<file path="src/rtl/soc_pkg.sv">
// Shared encodings for the UART TX arbiter slice.
package soc_pkg;

  localparam logic [1:0] ST_IDLE  = 2'd0;
  localparam logic [1:0] ST_LOCK0 = 2'd1;
  localparam logic [1:0] ST_LOCK1 = 2'd2;

  localparam int unsigned DEFAULT_DATA_W = 8;

  typedef enum logic [1:0] {
    StIdle  = ST_IDLE,
    StLock0 = ST_LOCK0,
    StLock1 = ST_LOCK1
  } arb_state_e;

endpackage

</file>
<file path="src/rtl/arb_idle_timer.sv">
// Saturating idle-cycle counter; expired is high while the count sits at TIMEOUT-1.
module arb_idle_timer #(
  parameter int unsigned TIMEOUT = 255
) (
  input  logic clk,
  input  logic rst,
  input  logic clr,
  input  logic en,
  output logic expired
);

  localparam int unsigned CntW = $clog2(TIMEOUT + 1);

  logic [CntW-1:0] cnt_q, cnt_d;
  logic            expired_q, expired_d;

  always_comb begin
    cnt_d = cnt_q;
    if (clr) begin
      cnt_d = '0;
    end else if (en && (cnt_q != CntW'(TIMEOUT))) begin
      cnt_d = cnt_q + CntW'(1);
    end
    // Registered from the next count so the flag lines up with the count it describes.
    expired_d = (cnt_d == CntW'(TIMEOUT - 1));
  end

  always_ff @(posedge clk) begin
    if (rst) begin
      cnt_q     <= '0;
      expired_q <= 1'b0;
    end else begin
      cnt_q     <= cnt_d;
      expired_q <= expired_d;
    end
  end

  assign expired = expired_q;

endmodule

</file>
<file path="src/rtl/uart_tx_arbiter.sv">
// Packet-locked round-robin arbiter sharing one UART TX byte port between two requesters,
// with an idle timeout that reclaims the grant from a stalled owner.
module uart_tx_arbiter
  import soc_pkg::*;
#(
  parameter int unsigned DATA_W  = DEFAULT_DATA_W,
  parameter int unsigned TIMEOUT = 255,
  parameter int unsigned CNT_W   = 8
) (
  input  logic              clk,
  input  logic              rst,
  input  logic              req0_valid,
  input  logic [DATA_W-1:0] req0_data,
  input  logic              req0_last,
  output logic              req0_ready,
  input  logic              req1_valid,
  input  logic [DATA_W-1:0] req1_data,
  input  logic              req1_last,
  output logic              req1_ready,
  output logic              tx_valid,
  output logic [DATA_W-1:0] tx_data,
  input  logic              tx_ready,
  output logic [1:0]        gnt,
  output logic              busy,
  output logic              timeout_pulse,
  output logic [CNT_W-1:0]  pkt_cnt0,
  output logic [CNT_W-1:0]  pkt_cnt1
);

  arb_state_e       state_q, state_d;
  logic             last_owner_q, last_owner_d;
  logic             timeout_pulse_q, timeout_pulse_d;
  logic [CNT_W-1:0] pkt_cnt0_q, pkt_cnt0_d;
  logic [CNT_W-1:0] pkt_cnt1_q, pkt_cnt1_d;

  logic              owner;
  logic              own_valid;
  logic              own_last;
  logic [DATA_W-1:0] own_data;
  logic              timer_clr;
  logic              timer_en;
  logic              timer_expired;

  // Owner index is only meaningful in a lock state.
  assign owner     = (state_q == StLock1);
  assign own_valid = owner ? req1_valid : req0_valid;
  assign own_last  = owner ? req1_last : req0_last;
  assign own_data  = owner ? req1_data : req0_data;

  arb_idle_timer #(
    .TIMEOUT(TIMEOUT)
  ) u_idle_timer (
    .clk    (clk),
    .rst    (rst),
    .clr    (timer_clr),
    .en     (timer_en),
    .expired(timer_expired)
  );

  always_comb begin
    state_d         = state_q;
    last_owner_d    = last_owner_q;
    timeout_pulse_d = 1'b0;
    pkt_cnt0_d      = pkt_cnt0_q;
    pkt_cnt1_d      = pkt_cnt1_q;
    tx_valid        = 1'b0;
    tx_data         = '0;
    req0_ready      = 1'b0;
    req1_ready      = 1'b0;
    timer_clr       = 1'b1;
    timer_en        = 1'b0;

    unique case (state_q)
      StIdle: begin
        if (req0_valid && req1_valid) begin
          state_d = last_owner_q ? StLock0 : StLock1;
        end else if (req0_valid) begin
          state_d = StLock0;
        end else if (req1_valid) begin
          state_d = StLock1;
        end
      end
      StLock0, StLock1: begin
        tx_valid   = own_valid;
        tx_data    = own_data;
        req0_ready = ~owner & tx_ready;
        req1_ready = owner & tx_ready;
        // A tx_ready stall with valid high is not idle time.
        timer_clr  = own_valid;
        timer_en   = ~own_valid;
        if (own_valid && tx_ready && own_last) begin
          state_d      = StIdle;
          last_owner_d = owner;
          if (owner) begin
            pkt_cnt1_d = pkt_cnt1_q + CNT_W'(1);
          end else begin
            pkt_cnt0_d = pkt_cnt0_q + CNT_W'(1);
          end
        end else if (!own_valid && timer_expired) begin
          state_d         = StIdle;
          last_owner_d    = owner;
          timeout_pulse_d = 1'b1;
        end
      end
      default: begin
        state_d = StIdle;
      end
    endcase
  end

  always_ff @(posedge clk) begin
    if (rst) begin
      state_q         <= StIdle;
      last_owner_q    <= 1'b1;
      timeout_pulse_q <= 1'b0;
      pkt_cnt0_q      <= '0;
      pkt_cnt1_q      <= '0;
    end else begin
      state_q         <= state_d;
      last_owner_q    <= last_owner_d;
      timeout_pulse_q <= timeout_pulse_d;
      pkt_cnt0_q      <= pkt_cnt0_d;
      pkt_cnt1_q      <= pkt_cnt1_d;
    end
  end

  assign gnt           = {state_q == StLock1, state_q == StLock0};
  assign busy          = gnt[0] | gnt[1];
  assign timeout_pulse = timeout_pulse_q;
  assign pkt_cnt0      = pkt_cnt0_q;
  assign pkt_cnt1      = pkt_cnt1_q;

endmodule

</file>
<file path="config.mk">
export PLATFORM = sky130hd
export DESIGN_NAME = uart_tx_arbiter
export DESIGN_NICKNAME = d
export VERILOG_FILES = /design/src/rtl/soc_pkg.sv /design/src/rtl/arb_idle_timer.sv /design/src/rtl/uart_tx_arbiter.sv
export SDC_FILE = /design/constraint.sdc
export NUM_CORES = 1
export LEC_CHECK = 0
export CAP_MARGIN = 0
export CORE_MARGIN = 2
export CORE_UTILIZATION = 50
export CTS_CLUSTER_SIZE = 30
export DETAILED_ROUTE_END_ITERATION = 10
export PLACE_DENSITY = 0.85
export SKIP_LAST_GASP = 1
export SLEW_MARGIN = 20
export SYNTH_ARGS = -nofsm -noshare
export SYNTH_HDL_FRONTEND = slang
export SYNTH_SLANG_ARGS = --single-unit
export TNS_END_PERCENT = 50
</file>
<file path="constraint.sdc">
create_clock -name clk -period 2.9 [get_ports clk]
set_clock_uncertainty 0.15 [all_clocks]
set_input_delay 0.58 -clock clk [delete_from_list [all_inputs] [get_ports clk]]
set_output_delay 0.58 -clock clk [all_outputs]
set_load 0.01 [all_outputs]
</file>
==> metrics, run 1 <==
status=finished clean; Starting Density=around 52%; Max Root-Sink Buffers=2; Slew Limit Fails=0; initial antenna violation count=0; Worst Path Required=~2.2 ns; hold_buf cts=0; total gr overflow=0; top-area cell type share of the netlist area=between 30% and 40%; reg-to-reg slack, setup=~0.58 ns; post-synthesis sequential area ratio=33.2%; WL per Instance=between 10 and 15 um; Worst-Margin Slew=~0.36 ns; hold path depth=2; Hold Path Class=flip-flop to flip-flop; Mapped Cells=201; Synth Register Bits=29; FMAX=~360 MHz; FFs w/ async S/R, synth=0%; Cell Area, Placed=between 2000 and 2500 sq um; largest net degree at the start of global routing=21; Synth warnings=0; relative slew slack=75.5%; CTS tree=built; final setup TNS=0 ns; clk_lat worst skew=between 0.3 and 0.4 ns; # IOs=between 50 and 60; drt initial violations=between 100 and 150; RR Endpoint=pkt_cnt0[5]; Vias=approximately 1.6k; worst r2r src=state_q[0]; Pre-Repair DR Iteration Count=4; top cells by count, synth=nor2_1, dfxtp_1, mux2i_1, xnor2_1; dpl hpwl=roughly 3000 um; cell total after placement=between 200 and 300; min Tclk post-route=around 2.8 ns; Pwr Total=1.14 mW; crit path launch type=flip-flop; Post-Syn Area=~1700 sq um; GPL Wtd Cong=approximately 0.89; vias per cell=between 5 and 6; die area=3980 sq um; CP Data Arrival Time=between 2 and 2.5 ns; EDFF count, synth=0; VDD IR max=roughly 0.00045 V; final setup vio count=0; cell area after layout=about 2400 sq um; Distinct cells, synth=42; Area contributors post-synth=dfxtp_1, mux2i_1, nor2_1, xnor2_1, ha_1; Worst R2R Path Depth=9; dominant synthesized flop cell=dfxtp_1; n_diodes=0; port buffer count=53; static leakage=0.861 nW; TritonCTS buffer count=5; Syn Area/Cell=8.70 sq um; Post-Synthesis Net Count=between 200 and 250; num rows=21; first-pass GRT wire length=6760 um; most frequent cell after synthesis=nor2_1; clock transition at the registers of the reported paths=0.09 ns; all-layer global routing usage=a little over a fifth; hold path startpoint=u_idle_timer.expired; period utilization=a little over nine tenths; final hold vios=0; fin nets=approximately 280; routed wire length=slightly above 4000 um; antenna-violating nets left=0; hold worst-path end=timeout_pulse; clk root buf=clkbuf_4; PwrDens=~470 nW/um^2; vias in the first global route=1,531; share of cells above drive strength 1=approximately a tenth; Worst setup EP type=output pin; number of max-cap violations=0; floorplan die height=roughly 63 um; crit path kind=flip-flop to output pin; cell taking the most area after synthesis=dfxtp_1; number of clock sinks=29; Post-Layout Cell Count=around 300; area grow syn2layout=37.7%; Max FO, Critical Path=17; RSZ-0062 raised after global routing=false; Post-CTS Repair Setup Buffers=0; DR DRC count=0; Core Region=approximately 3300 sq um; Die Wd=between 60 and 70 um; H-tree levels=2
-- what timing repair did --
action,4_1_cts,5_1_grt
resized for setup,2,4
hold endpoints to repair,0,0
setup endpoints to repair,11,11
-- layout by cell type, fill, tap and decap left out, types with 2 or more instances in the layout --
master / n
a21boi_0: 2
a21oi_1: 4
a31oi_1: 2
and3_1: 5
buf_4: 3
clkbuf_4: 5
clkbuf_8: 2
clkdlybuf4s50_1: 53
dfxtp_1: 29
ha_1: 5
ha_4: 2
inv_1: 8
mux2i_1: 13
nand2_1: 11
nand2b_1: 2
nand3_1: 10
nand4_1: 4
nor2_1: 31
nor2b_1: 11
nor3_1: 8
nor4_1: 6
nor4_4: 3
o21ai_0: 2
xnor2_1: 13
xor2_1: 2
-- metrics by stage --
step           worst slack [ns]  hold WS [ns]  util (%)
6_report                  0.131         0.327      72.1
5_1_grt                  0.0311         0.357      72.1
4_1_cts                  0.0104         0.333      71.3
3_5_place_dp              0.176         0.317      69.0
3_3_place_gp              0.188         0.319      69.0
2_1_floorplan             0.784         0.268         -
-- sequential cells by signal (all words and copies together) (netlist names) --
name                  flops
pkt_cnt0                  8
pkt_cnt1                  8
u_idle_timer.cnt_q        8
state_q                   2
last_owner_q              1
timeout_pulse             1
u_idle_timer.expired      1
-- cell type report --
| class | count | area [sq um] |
|---|---|---|
| Clock buffer | 7 | 65.1 |
| Fill cell | 268 | 931 |
| Tap cell | 46 | 57.6 |
| Clock inverter | 1 | 5.00 |
| Inverter | 8 | 30.0 |
| Timing Repair Buffer | 57 | 568 |
| Sequential cell | 29 | 581 |
| Multi-Input combinational cell | 153 | 1100 |
-- routing by layer --
layer | vias to the layer above | share of wire (%) | track usage [%]
met2 | 39 | 50 | 37.0
met4 | 0 | 1.5 | 7.22
met1 | 746 | 43 | 24.6
li1 | 807 | - | -
met3 | 9 | 5.8 | 7.32
met5 | - | 0 | 0
-- how the worst max path moves through the flow --
stage,from,to,cells past startpoint
detailed placement,req0_valid,tx_valid,5
floorplan,state_q[1],tx_data[0],5
CTS,state_q[0],tx_data[1],6
finish,state_q[0],tx_data[1],6
global placement,req0_valid,tx_valid,5
global route,state_q[0],tx_data[1],6
-- report_power, final --
part	internal, mW	switching, mW
Clock	0.140	0.148
Combinational	0.231	0.197
Sequential	0.409	0.0146
-- cell families after synthesis --
family	count (synthesis)	share of synthesized area, %
buf+inv	19	5.30
simple gates	97	32.0
compound gates	18	7.23
xor+xnor	15	7.52
mux	16	9.73
fa+ha+maj	7	5.01
flops	29	33.2
-- worst max-delay path: stages, from the launching register on --
cell and delay, ns:
dfxtp_1 0.33, inv_1 0.18, ha_4 0.21, buf_8 0.20, mux2i_1 0.10, nor2b_1 0.13, clkdlybuf4s50_1 0.54
Power figures use the tool's default switching activity.
==> inputs of run 2 (changes only) <==
--- a/config.mk
+++ b/config.mk
@@ -11,6 +11,7 @@
 export CTS_CLUSTER_SIZE = 30
 export DETAILED_ROUTE_END_ITERATION = 10
 export PLACE_DENSITY = 0.85
+export REMOVE_ABC_BUFFERS = 1
 export SKIP_LAST_GASP = 1
 export SLEW_MARGIN = 20
 export SYNTH_ARGS = -nofsm -noshare
==> run 2 against run 1 <==
First-iteration DRC count grew 15%. Power shrank 3.9%. Global-route usage grew 0.91 points. Clock power shrank 16%. Worst hold slack lost 0.032 ns. Largest cell class unchanged. Highest routed layer unchanged.
==> metrics, run 2 (synthesized netlist as in run 1, its figures left out) <==
hold_buf cts=0 (unchanged); highest routed layer=met4 (unchanged); Crit path max-delay family=buffers and inverters (unchanged); CP Data Arrival Time=2.04 ns (about the same); RSZ-0062 raised after global routing=false (unchanged); VDD IR max=0.000329 V (was 0.000453 V); # IOs=54 (unchanged); Worst-Margin Slew=0.361 ns (was 0.365 ns); crit path kind=flip-flop to output pin (unchanged); clk_lat worst skew=0.34 ns (about the same); Max FO, Critical Path=10 (was 17); Worst R2R Path Depth=8 (was 9); worst r2r src=state_q[0] (unchanged); FILL cells=258 (was 268); total gr overflow=0 (unchanged); WL met1=1830 um (was 1730 um); hold worst-path end=timeout_pulse (unchanged); Slew Limit Fails=0 (unchanged); share of cells above drive strength 1=9.77% (was 9.80%); vias per cell=5.37 (was 5.32); number of clock sinks=29 (unchanged); Worst setup EP type=output pin (unchanged); Worst Path Buf+Inv=3 (unchanged); final setup TNS=0 ns (unchanged); largest net degree at the start of global routing=21 (unchanged); number of max-cap violations=0 (unchanged); Hold Path Class=flip-flop to flip-flop (unchanged); floorplan die height=63.1 um (unchanged); antenna-violating nets left=0 (unchanged); status=finished clean (unchanged); crit path launch type=flip-flop (unchanged); clock transition at the registers of the reported paths=0.09 ns (about the same); FMAX=361 MHz (about the same); fin nets=285 (was 284); H-tree levels=2 (unchanged); commonest non-fill, non-tap cells in the layout=clkdlybuf4s50_1, nor2_1, dfxtp_1 (unchanged); vias in the first global route=1,516 (was 1,531); min Tclk post-route=2.77 ns (about the same); PwrDens=461 nW/um^2 (was 474 nW/um^2); dpl hpwl=3180 um (was 3020 um); initial antenna violation count=0 (unchanged); Post-Layout Cell Count=302 (was 301); crit path launch=state_q[0] (unchanged); cell total after placement=293 (unchanged); final hold slack=0.295 ns (was 0.327 ns); crit path cell chain=inv_1 > ha_1 > buf_4 > mux2i_1 > nor2b_1 > clkdlybuf4s50_1 (was inv_1 > ha_4 > buf_8 > mux2i_1 > nor2b_1 > clkdlybuf4s50_1); num rows=21 (unchanged); reg-to-reg slack, setup=0.60 ns (was 0.58 ns); clk root buf=clkbuf_4 (unchanged); TritonCTS buffer count=5 (unchanged); hold path startpoint=u_idle_timer.expired (unchanged); CP peak stage delay=0.55 ns (was 0.54 ns); static leakage=0.854 nW (was 0.861 nW); RR Endpoint=pkt_cnt1[5] (was pkt_cnt0[5]); CTS tree=built (unchanged); WL per Instance=13.9 um (was 13.4 um); Cell Area, Placed=2300 sq um (unchanged); Worst Path Required=2.17 ns (about the same); die area=3980 sq um (unchanged); cell area after layout=2380 sq um (was 2410 sq um); relative slew slack=75.7% (was 75.5%); final hold vios=0 (unchanged); port buffer count=53 (unchanged); DR DRC count=0 (unchanged); Core Region=3340 sq um (unchanged); worst-path cell with the longest stage delay=clkdlybuf4s50_1 (unchanged); DR WL met3=177 um (was 235 um); area grow syn2layout=36.1% (was 37.7%); n_diodes=0 (unchanged); drt initial violations=120 (was 104); Vias=1,621 (was 1,601); most common cell after layout, fill and taps aside=clkdlybuf4s50_1 (unchanged); first-pass GRT wire length=7000 um (was 6760 um); final core occ=71.3% (was 72.1%); Pre-Repair DR Iteration Count=4 (unchanged); hold path depth=2 (unchanged); Starting Density=52.4% (unchanged); all-layer global routing usage=22.3% (was 21.4%); met2 wire length=2160 um (was 2020 um); Die Wd=63.1 um (unchanged); routed wire length=4200 um (was 4040 um); Max Root-Sink Buffers=2 (unchanged); period utilization=95.6% (was 95.5%); GPL Wtd Cong=0.825 (was 0.888); final setup vio count=0 (unchanged)
## run 2: cell count changes in the layout (fill, tap and decap cells not counted)
cell | before | now
clkbuf_1 | 0 | 1
buf_4 | 3 | 5
inv_1 | 8 | 7
buf_8 | 1 | 0
clkinvlp_4 | 0 | 1
ha_1 | 5 | 6
ha_4 | 2 | 1
clkinv_2 | 1 | 2
clkbuf_8 | 2 | 0
## run 2: final cells by class
class	count	area, sq um	share of cell area [%]
flip-flops and latches	29	581	24.4
clock buffers	6	41.3	1.74
multi-input cells	153	1090	45.7
clock inverters	2	10.0	0.421
inverters	8	33.8	1.42
well taps	46	57.6	2.42
repair buffers	58	568	23.9
## run 2: worst max path at each step
stage	cells after the start	end
detailed placement	5	tx_valid
floorplan	6	last_owner_q
global placement	5	tx_valid
finish	6	tx_data[0]
CTS	4	req0_ready
global route	6	tx_data[0]
## run 2: timing repair
item | in CTS | in global routing
setup buffers | 0 | 1
resized for setup | 2 | 1
setup endpoints to repair | 11 | 9
## run 2: worst min-delay path: cells and delay by family, from the launching register on
family,cells,cell delay (ns)
simple gates,1,0.03
flops,1,0.33
buf+inv,1,0.05
## run 2: metal layers
metal  up-vias  track usage [%]
met5         -                0
met2        39             39.4
met1       761             25.8
li1        815                -
met4         0             5.83
met3         6             7.32
## run 2: where the power goes
group / switching [mW] / internal, mW
combinational: 0.203 / 0.230
sequential: 0.0133 / 0.409
clock: 0.149 / 0.0921
total: 0.365 / 0.731
## run 2: through the flow
stage | total power [mW] | setup WS [ns]
final | 1.10 | 0.129
after global routing | 1.14 | 0.0392
after CTS | 1.08 | 0.0410
after detailed placement | 0.838 | 0.149
after global placement | 0.832 | 0.175
after floorplan | 0.651 | 0.339
